`config.mk`:
```
export PLATFORM = sky130hd
export DESIGN_NAME = time_keeper
export DESIGN_NICKNAME = d
export VERILOG_FILES = /design/src/rtl/time_keeper.sv
export SDC_FILE = /design/constraint.sdc
export NUM_CORES = 1
export LEC_CHECK = 0
export CORE_UTILIZATION = 30
export DETAILED_ROUTE_END_ITERATION = 7
export PLACE_DENSITY = 0.56
export REMOVE_ABC_BUFFERS = 1
export SYNTH_ARGS = -nofsm -noshare
export SYNTH_HDL_FRONTEND = slang
export SYNTH_SLANG_ARGS = --single-unit
```
`constraint.sdc`:
```
create_clock -name clk -period 4.4 [get_ports clk]
set_clock_uncertainty 0.15 [all_clocks]
set_input_delay 0.88 -clock clk [delete_from_list [all_inputs] [get_ports clk]]
set_output_delay 0.88 -clock clk [all_outputs]
set_load 0.02 [all_outputs]
```
`src/rtl/time_keeper.sv`:
```
// -----------------------------------------------------------------------------
// time_keeper
//
// Consumer end of the divided seconds clock. The slow square wave is brought
// into the clk domain through a flop synchroniser, each rising edge becomes a
// one-cycle seconds strobe, and that strobe drives a 24-hour hh:mm:ss
// time-of-day counter with a load interface and a single daily alarm.
//
// Request semantics: set_en, alarm_set_en and alarm_stop are single-cycle
// requests sampled on the rising edge of clk. There is no ready/backpressure;
// every request is acted on (or rejected via set_err) on the edge that
// samples it.
//
// Ports:
//   clk           in   system clock
//   reset         in   synchronous, active-high reset
//   slow_clk      in   1 Hz square wave, asynchronous to clk
//   set_en        in   load hour/minute/second from set_hour/set_min/set_sec
//   set_hour      in   [4:0] hour to load, 0..23
//   set_min       in   [5:0] minute to load, 0..59
//   set_sec       in   [5:0] second to load, 0..59
//   alarm_set_en  in   load alarm time from alarm_hour/alarm_min
//   alarm_hour    in   [4:0] alarm hour, 0..23
//   alarm_min     in   [5:0] alarm minute, 0..59
//   alarm_enable  in   level; alarm is armed while high
//   alarm_stop    in   silence a ringing alarm
//   hour          out  [4:0] current hour
//   minute        out  [5:0] current minute
//   second        out  [5:0] current second
//   sec_tick      out  one-cycle pulse per detected slow_clk rising edge
//   alarm_ring    out  high while the alarm is sounding
//   set_err       out  one-cycle pulse when a load request is rejected
// -----------------------------------------------------------------------------
module time_keeper #(
    parameter int SYNC_STAGES = 2,
    parameter int RING_SECS   = 60
) (
    input  logic       clk,
    input  logic       reset,
    input  logic       slow_clk,
    input  logic       set_en,
    input  logic [4:0] set_hour,
    input  logic [5:0] set_min,
    input  logic [5:0] set_sec,
    input  logic       alarm_set_en,
    input  logic [4:0] alarm_hour,
    input  logic [5:0] alarm_min,
    input  logic       alarm_enable,
    input  logic       alarm_stop,
    output logic [4:0] hour,
    output logic [5:0] minute,
    output logic [5:0] second,
    output logic       sec_tick,
    output logic       alarm_ring,
    output logic       set_err
);

    localparam logic [7:0] RING_INIT = 8'(RING_SECS);

    // -------------------------------------------------------------------------
    // Synchroniser and edge detection
    // -------------------------------------------------------------------------
    logic [SYNC_STAGES-1:0] sync_q;
    // Parallel shift register of ones: marks when the last synchroniser stage
    // holds a genuine post-reset sample rather than its reset zero. Without it
    // a slow_clk held high across reset release would look like a rising edge.
    logic [SYNC_STAGES-1:0] vld_q;
    logic                   hist_q;
    logic                   armed_q;
    logic                   rise_q;
    logic                   tick_q;

    logic sync_last;
    logic vld_last;

    assign sync_last = sync_q[SYNC_STAGES-1];
    assign vld_last  = vld_q[SYNC_STAGES-1];

    always_ff @(posedge clk) begin
        if (reset) begin
            sync_q  <= '0;
            vld_q   <= '0;
            hist_q  <= 1'b0;
            armed_q <= 1'b0;
            rise_q  <= 1'b0;
            tick_q  <= 1'b0;
        end else begin
            sync_q <= {sync_q[SYNC_STAGES-2:0], slow_clk};
            vld_q  <= {vld_q[SYNC_STAGES-2:0], 1'b1};
            hist_q <= sync_last;
            if (vld_last && !sync_last) begin
                armed_q <= 1'b1;
            end
            // Edge is registered once, then the strobe and the counter update
            // happen together on the following edge.
            rise_q <= armed_q && sync_last && !hist_q;
            tick_q <= rise_q;
        end
    end

    // -------------------------------------------------------------------------
    // Request validation
    // -------------------------------------------------------------------------
    logic time_ok;
    logic alarm_ok;
    logic load_time;
    logic load_alarm;

    assign time_ok    = (set_hour < 5'd24) && (set_min < 6'd60) && (set_sec < 6'd60);
    assign alarm_ok   = (alarm_hour < 5'd24) && (alarm_min < 6'd60);
    assign load_time  = set_en && time_ok;
    assign load_alarm = alarm_set_en && alarm_ok;

    // -------------------------------------------------------------------------
    // Time-of-day counter
    // -------------------------------------------------------------------------
    logic [4:0] hour_q, hour_d;
    logic [5:0] min_q, min_d;
    logic [5:0] sec_q, sec_d;
    logic       err_q, err_d;

    logic [4:0] inc_hour;
    logic [5:0] inc_min;
    logic [5:0] inc_sec;

    // Incremented time, carries rippling through in one cycle so that
    // 23:59:59 becomes 00:00:00 on a single edge.
    always_comb begin
        inc_sec  = sec_q + 6'd1;
        inc_min  = min_q;
        inc_hour = hour_q;
        if (sec_q == 6'd59) begin
            inc_sec = 6'd0;
            if (min_q == 6'd59) begin
                inc_min  = 6'd0;
                inc_hour = (hour_q == 5'd23) ? 5'd0 : hour_q + 5'd1;
            end else begin
                inc_min = min_q + 6'd1;
            end
        end
    end

    always_comb begin
        hour_d = hour_q;
        min_d  = min_q;
        sec_d  = sec_q;
        err_d  = (set_en && !time_ok) || (alarm_set_en && !alarm_ok);
        // A valid load overrides a coincident tick.
        if (load_time) begin
            hour_d = set_hour;
            min_d  = set_min;
            sec_d  = set_sec;
        end else if (rise_q) begin
            hour_d = inc_hour;
            min_d  = inc_min;
            sec_d  = inc_sec;
        end
    end

    // -------------------------------------------------------------------------
    // Alarm
    // -------------------------------------------------------------------------
    logic [4:0] al_hour_q, al_hour_d;
    logic [5:0] al_min_q, al_min_d;
    logic       ring_q, ring_d;
    logic [7:0] ring_cnt_q, ring_cnt_d;
    logic       trigger;

    // Only a counting tick can trigger; a loaded time never rings the alarm.
    assign trigger = rise_q && !load_time && alarm_enable &&
                     (inc_hour == al_hour_q) && (inc_min == al_min_q) &&
                     (inc_sec == 6'd0);

    always_comb begin
        al_hour_d  = al_hour_q;
        al_min_d   = al_min_q;
        ring_d     = ring_q;
        ring_cnt_d = ring_cnt_q;
        if (load_alarm) begin
            al_hour_d = alarm_hour;
            al_min_d  = alarm_min;
        end
        // Stop and disable take precedence over both a trigger and a tick.
        if (alarm_stop || !alarm_enable) begin
            ring_d     = 1'b0;
            ring_cnt_d = 8'd0;
        end else if (trigger) begin
            ring_d     = 1'b1;
            ring_cnt_d = RING_INIT;
        end else if (ring_q && rise_q) begin
            if (ring_cnt_q == 8'd1) begin
                ring_d     = 1'b0;
                ring_cnt_d = 8'd0;
            end else begin
                ring_cnt_d = ring_cnt_q - 8'd1;
            end
        end
    end

    always_ff @(posedge clk) begin
        if (reset) begin
            hour_q     <= 5'd0;
            min_q      <= 6'd0;
            sec_q      <= 6'd0;
            err_q      <= 1'b0;
            al_hour_q  <= 5'd0;
            al_min_q   <= 6'd0;
            ring_q     <= 1'b0;
            ring_cnt_q <= 8'd0;
        end else begin
            hour_q     <= hour_d;
            min_q      <= min_d;
            sec_q      <= sec_d;
            err_q      <= err_d;
            al_hour_q  <= al_hour_d;
            al_min_q   <= al_min_d;
            ring_q     <= ring_d;
            ring_cnt_q <= ring_cnt_d;
        end
    end

    assign hour       = hour_q;
    assign minute     = min_q;
    assign second     = sec_q;
    assign sec_tick   = tick_q;
    assign alarm_ring = ring_q;
    assign set_err    = err_q;

endmodule

```
== Word level (Yosys, flattened, before mapping) ==
Index checks and enable logic that the tools add are counted.

* $add $sub $neg: 4
* Multiply operators: 0
* Divide/modulo/power cells: 0
* $lt $le $gt $ge: 5
* Equality and inequality tests: 6
* Shift-type cells: 0
* Muxes and demuxes: 19
* Bitwise logic cells: 0
* Reductions and logical operators: 31

{| class="wikitable"
|+ Operator list
! kind !! number
|-
| $mux 6 || 9
|-
| $mux 5 || 5
|-
| $lt 6x6->1 const B || 3
|-
| $logic_and 1x1->1 || 16
|-
| $add 6x1->6 const B || 2
|-
| $eq 6x6->1 const B || 2
|-
| $lt 5x5->1 const B || 2
|-
| $eq 8x1->1 const B || 1
|-
| $mux 8 || 1
|-
| $sub 8x1->8 const B || 1
|-
| $eq 6x6->1 || 1
|-
| $logic_not 1->1 || 6
|-
| $logic_not 6->1 || 1
|-
| $reduce_bool 2->1 || 3
|-
| $add 5x1->5 const B || 1
|-
| $eq 5x5->1 || 1
|-
| $eq 5x5->1 const B || 1
|-
| $mux 1 || 4
|-
| $reduce_or 3->1 || 1
|-
| $logic_or 1x1->1 || 2
|-
| $reduce_and 2->1 || 1
|-
| $reduce_or 2->1 || 1
|}

* Flip-flop bits (word level): 46
* Latch bits: 0
* RAM bits: 0
* Memory bits (read-only): 0
* Input bits: 35
* Output and inout bits: 20
* Word-level logic and storage cells: 81
* Memories kept: 0

== Longest topological paths before layout ==
* Word-level depth: 12
* Depth in mapped cells: 9
* Gate-level depth less buffers: 7

== Worst setup path before layout ==
Ideal clock, no wire load.

* Path kind: flip-flop to flip-flop
* Start: reg sec_q[0], in the netlist second[0]
* End: reg ring_cnt_q[0]
* Setup time: 0.137 ns
* Arrival: 2.374 ns
* Required time: 4.113 ns
* Slack: 1.739 ns
* Cell stages (with the launch flop): 9
* Buffers on the path: 1
* Clock period less this slack: 2.661 ns
* Cell sequence: dfxtp_1 -> ha_1 -> nand3b_4 -> buf_6 -> nor4_2 -> mux2_2 -> a211oi_2 -> and4_1 -> a21oi_1

* Cells in the longest elaborated chain, start to end: 7
* Elaborated cells between the ends (all ways): 12
* Those cells by class: add/sub (1); eq/ne (3); mux (3); reduce/logical (5)

{| class="wikitable"
|+ RTL lines
! item !! RTL line !! RTL
|-
| from (decl) || 119 || <nowiki>logic [5:0] sec_q, sec_d;</nowiki>
|-
| from (signal assigned) || 204 || <nowiki>sec_q <= 6'd0;</nowiki>
|-
| from (signal assigned) || 213 || <nowiki>sec_q <= sec_d;</nowiki>
|-
| branches (longest 5 deep; another with $add 6x1->6) || n/a ||
|-
| $logic_and 1x1->1 (*) || 171 || <nowiki>(inc_hour == al_hour_q) && (inc_min == al_min_q) &&</nowiki>
|-
| $reduce_or 3->1 (no line) (*) || n/a ||
|-
| to (signal assigned) || 218 || <nowiki>ring_cnt_q <= ring_cnt_d;</nowiki>
|-
| to (decl) || 166 || <nowiki>logic [7:0] ring_cnt_q, ring_cnt_d;</nowiki>
|}

Mark *: on every way between the ends.
A chain may end at the register's enable or synchronous reset.

== Worst setup path after layout ==
* Start: reg min_q[0], in the netlist minute[0]
* End: reg ring_cnt_q[6]

* Cells in the longest elaborated chain, start to end: 8
* Elaborated cells between the ends (all ways): 12
* Those cells by class: add/sub (1); eq/ne (3); mux (4); reduce/logical (4)

{| class="wikitable"
|+ RTL lines
! item !! RTL line !! RTL
|-
| from (decl) || 118 || <nowiki>logic [5:0] min_q, min_d;</nowiki>
|-
| from (signal assigned) || 212 || <nowiki>min_q <= min_d;</nowiki>
|-
| branches (longest 5 deep; another with $add 6x1->6) || n/a ||
|-
| $logic_and 1x1->1 (*) (2 in a row) || 171 ||
|-
| $reduce_or 3->1 (no line) (*) || n/a ||
|}

Marked as above.

==> impl_metrics.env <==
export IMPL_cts_root_buf="clkbuf_8"
export IMPL_cts_repair_resized=0
export IMPL_p_total_uw=964
export IMPL_fp_dieArea_um2=10100
export IMPL_holdPathStages=1
export IMPL_crit_fanout=12
export IMPL_synth_edf_count=0
export IMPL_netSwitchingPower_uw=292
export IMPL_ant_nets=0
export IMPL_rr_endpoint="ring_cnt_q[6]"
export IMPL_r2r_slack_ns=1.50
export IMPL_hold_path_class="flop to flop"
export IMPL_fill_cells=982
export IMPL_drc=0
export IMPL_setup_viol=0
export IMPL_final_area_um2=3590
export IMPL_grt_max_degree=36
export IMPL_cp_required_ns=4.42
export IMPL_overflow=0
export IMPL_dr_total_vias=2715
export IMPL_hold_violations=0
export IMPL_met3_usage_pct=2.84
export IMPL_ys_ff_latch=46
export IMPL_path_clk_slew_ns=0.09
export IMPL_arrival_ns=2.92
export IMPL_p_sw_share_pct=30.3
export IMPL_syn_area_um2=2910
export IMPL_cts_sinks=46
export IMPL_powerDensity_nw_per_um2=269
export IMPL_internal_power_uw=672
export IMPL_core_area_um2=9330
export IMPL_placed_area_um2=3490
export IMPL_totalWireLength_um=8060
export IMPL_grt_pass1_wl_um=12700
export IMPL_end_kind="flop"
export IMPL_async_flop_share_pct=0
export IMPL_hold_start="sync_q[0]"
export IMPL_globalplace_congestion=0.857
export IMPL_r2r_start="minute[0]"
export IMPL_n_antenna_cell=0
export IMPL_final_common_cell="clkdlybuf4s50_1"
export IMPL_cts_tree="yes"
export IMPL_nNetsFinal=428
export IMPL_start_util_pct=31.2
export IMPL_yosysUniqueCellTypes=67
export IMPL_clk_latency_ns=0.30
export IMPL_maxSlewViolCount=0
export IMPL_fin_crit_ns=2.90
export IMPL_ys_warn_count=0
export IMPL_start_kind="flop"
export IMPL_vdd_drop_max_uv=152
export IMPL_clockBufferDepth=2
export IMPL_slew_headroom_pct=48.0
export IMPL_p_leak_nw=1.28
export IMPL_postCtsSetupRepairBufs=0
export IMPL_pwr_share_comb_pct=21.5
export IMPL_htreeDepth=2
export IMPL_fp_dieH_um=101
export IMPL_max_cap_violations=0
export IMPL_drive_above_1_share_pct=6.19
export IMPL_fin_util_pct=38.4
export IMPL_status="finished, final reports clean"
export IMPL_io_pins=55
export IMPL_viasPerCell=5.25
export IMPL_fp_dieW_um=101
export IMPL_antenna_found_initial=0
export IMPL_grt_pass1_vias=2500
export IMPL_clock_fmax_mhz=345
export IMPL_rsz0062_at_grt="no"
export IMPL_final_cell_mix="clkdlybuf4s50_1, dfxtp_1, nor2_1"
export IMPL_wl_per_cell_um=15.6
export IMPL_cts_hold_repair_buffers=0
export IMPL_port_buffers=54
export IMPL_ys_seq_area_share_pct=31.6
export IMPL_min_to="sync_q[1]"
export IMPL_place_hpwl_um=5950
export IMPL_grt_met2_usage_pct=26.6
export IMPL_worst_pin_slew_ns=0.778
export IMPL_firstDrtPassIters=5
export IMPL_fin_setup_tns_ns=0
export IMPL_grt_use_met1_pct=22.0
export IMPL_clockPowerShare_pct=28.8
export IMPL_busiest_layer="met2"
export IMPL_seqPwrFrac_pct=49.7
export IMPL_row_count=35
export IMPL_area_delta_synth_final_pct=23.2
export IMPL_synth_flop_cell="dfxtp_1"
export IMPL_ff2ff_path_depth=7
export IMPL_synth_avg_cell_area_um2=8.39
export IMPL_grt_util_all_layers_pct=16.1
export IMPL_fin_crit_sh_pct=65.8
export IMPL_syn_inst=347
export IMPL_critical_path_class="flop to flop"
export IMPL_drtIter0Drc=207
export IMPL_numCtsBuffers=5
worst max-delay path by stage:
stage | slack [ns] | end | start
5_1_grt | 1.32 | ring_cnt_q[1] | minute[0]
2_1_floorplan | 1.58 | ring_cnt_q[0] | set_min[3]
4_1_cts | 1.52 | ring_cnt_q[1] | minute[0]
6_report | 1.50 | ring_cnt_q[6] | minute[0]
3_5_place_dp | 1.53 | ring_cnt_q[0] | minute[0]
3_3_place_gp | 1.55 | ring_cnt_q[0] | set_min[3]
power by group through the flow:
stage	logic (mW)	registers (mW)	clock network (mW)
2_1_floorplan	0.101	0.493	0
3_5_place_dp	0.207	0.489	0
3_3_place_gp	0.205	0.489	0
5_1_grt	0.225	0.484	0.306
4_1_cts	0.208	0.479	0.286
6_report	0.207	0.479	0.278
registers in the layout (all words and copies together), names as in the netlist:
signal	count
sync_q	2
alarm_ring	1
hour	5
set_err	1
second	6
rise_q	1
ring_cnt_q	8
hist_q	1
minute	6
al_min_q	6
armed_q	1
vld_q	2
al_hour_q	5
sec_tick	1
area by class of cell:
type	count	area, µm²	share of cell area, %
inverters	12	45.0	1.26
multi-input cells	266	1810	50.4
well taps	129	161	4.50
clock buffers	6	82.6	2.30
clock inverters	2	12.5	0.349
repair buffers	56	556	15.5
flip-flops and latches	46	921	25.7
through the flow:
| step | setup slack, ns | std cells | hold WS (ns) |
|---|---|---|---|
| floorplan | 1.58 | 324 | 0.264 |
| global placement | 1.55 | 509 | 0.272 |
| detailed placement | 1.53 | 509 | 0.273 |
| CTS | 1.52 | 517 | 0.295 |
| global route | 1.32 | 517 | 0.311 |
| finish | 1.50 | 517 | 0.291 |
worst max-delay path: stages (launching register included):
cell and delay [ns]:
dfxtp_1 0.50, ha_1 0.53, inv_1 0.21, o32ai_1 0.40, nand4_1 0.22, a2111oi_4 0.37
and4_1 0.30, a21oi_1 0.08
cell families after synthesis:
kind of cell             share of synthesized area (%)
flip-flops                                        31.6
AO/OA/AOI/OAI                                     20.6
AND/OR/NAND/NOR                                   27.0
buffers and inverters                             6.27
multiplexers                                      7.95
adder cells (fa/ha/maj)                           2.58
XOR/XNOR                                          3.91
cells in the mapped netlist, types with 4 or more instances:
library cell	n	share of area, %
a211oi_1	15	3.9
a21oi_1	15	2.6
a31oi_1	4	0.86
buf_2	5	0.86
buf_6	4	1.5
clkbuf_1	10	1.3
dfxtp_1	46	32
ha_1	6	2.6
inv_1	12	1.5
mux2i_1	22	7.6
nand2_1	25	3.2
nand3_1	12	2.1
nand4_1	13	2.8
nor2_1	45	5.8
nor2b_1	8	1.7
nor3_1	7	1.2
nor4_1	6	1.3
o21ai_0	9	1.5
o21ai_1	5	0.86
xnor2_1	9	2.7
xor2_1	4	1.2
per-layer routing:
metal	vias to the layer above	routed length, µm
li1	1353	-
met2	70	3610
met5	-	0
met3	5	406
met4	0	52
met1	1287	3990
(Power assumes the default switching activity.)
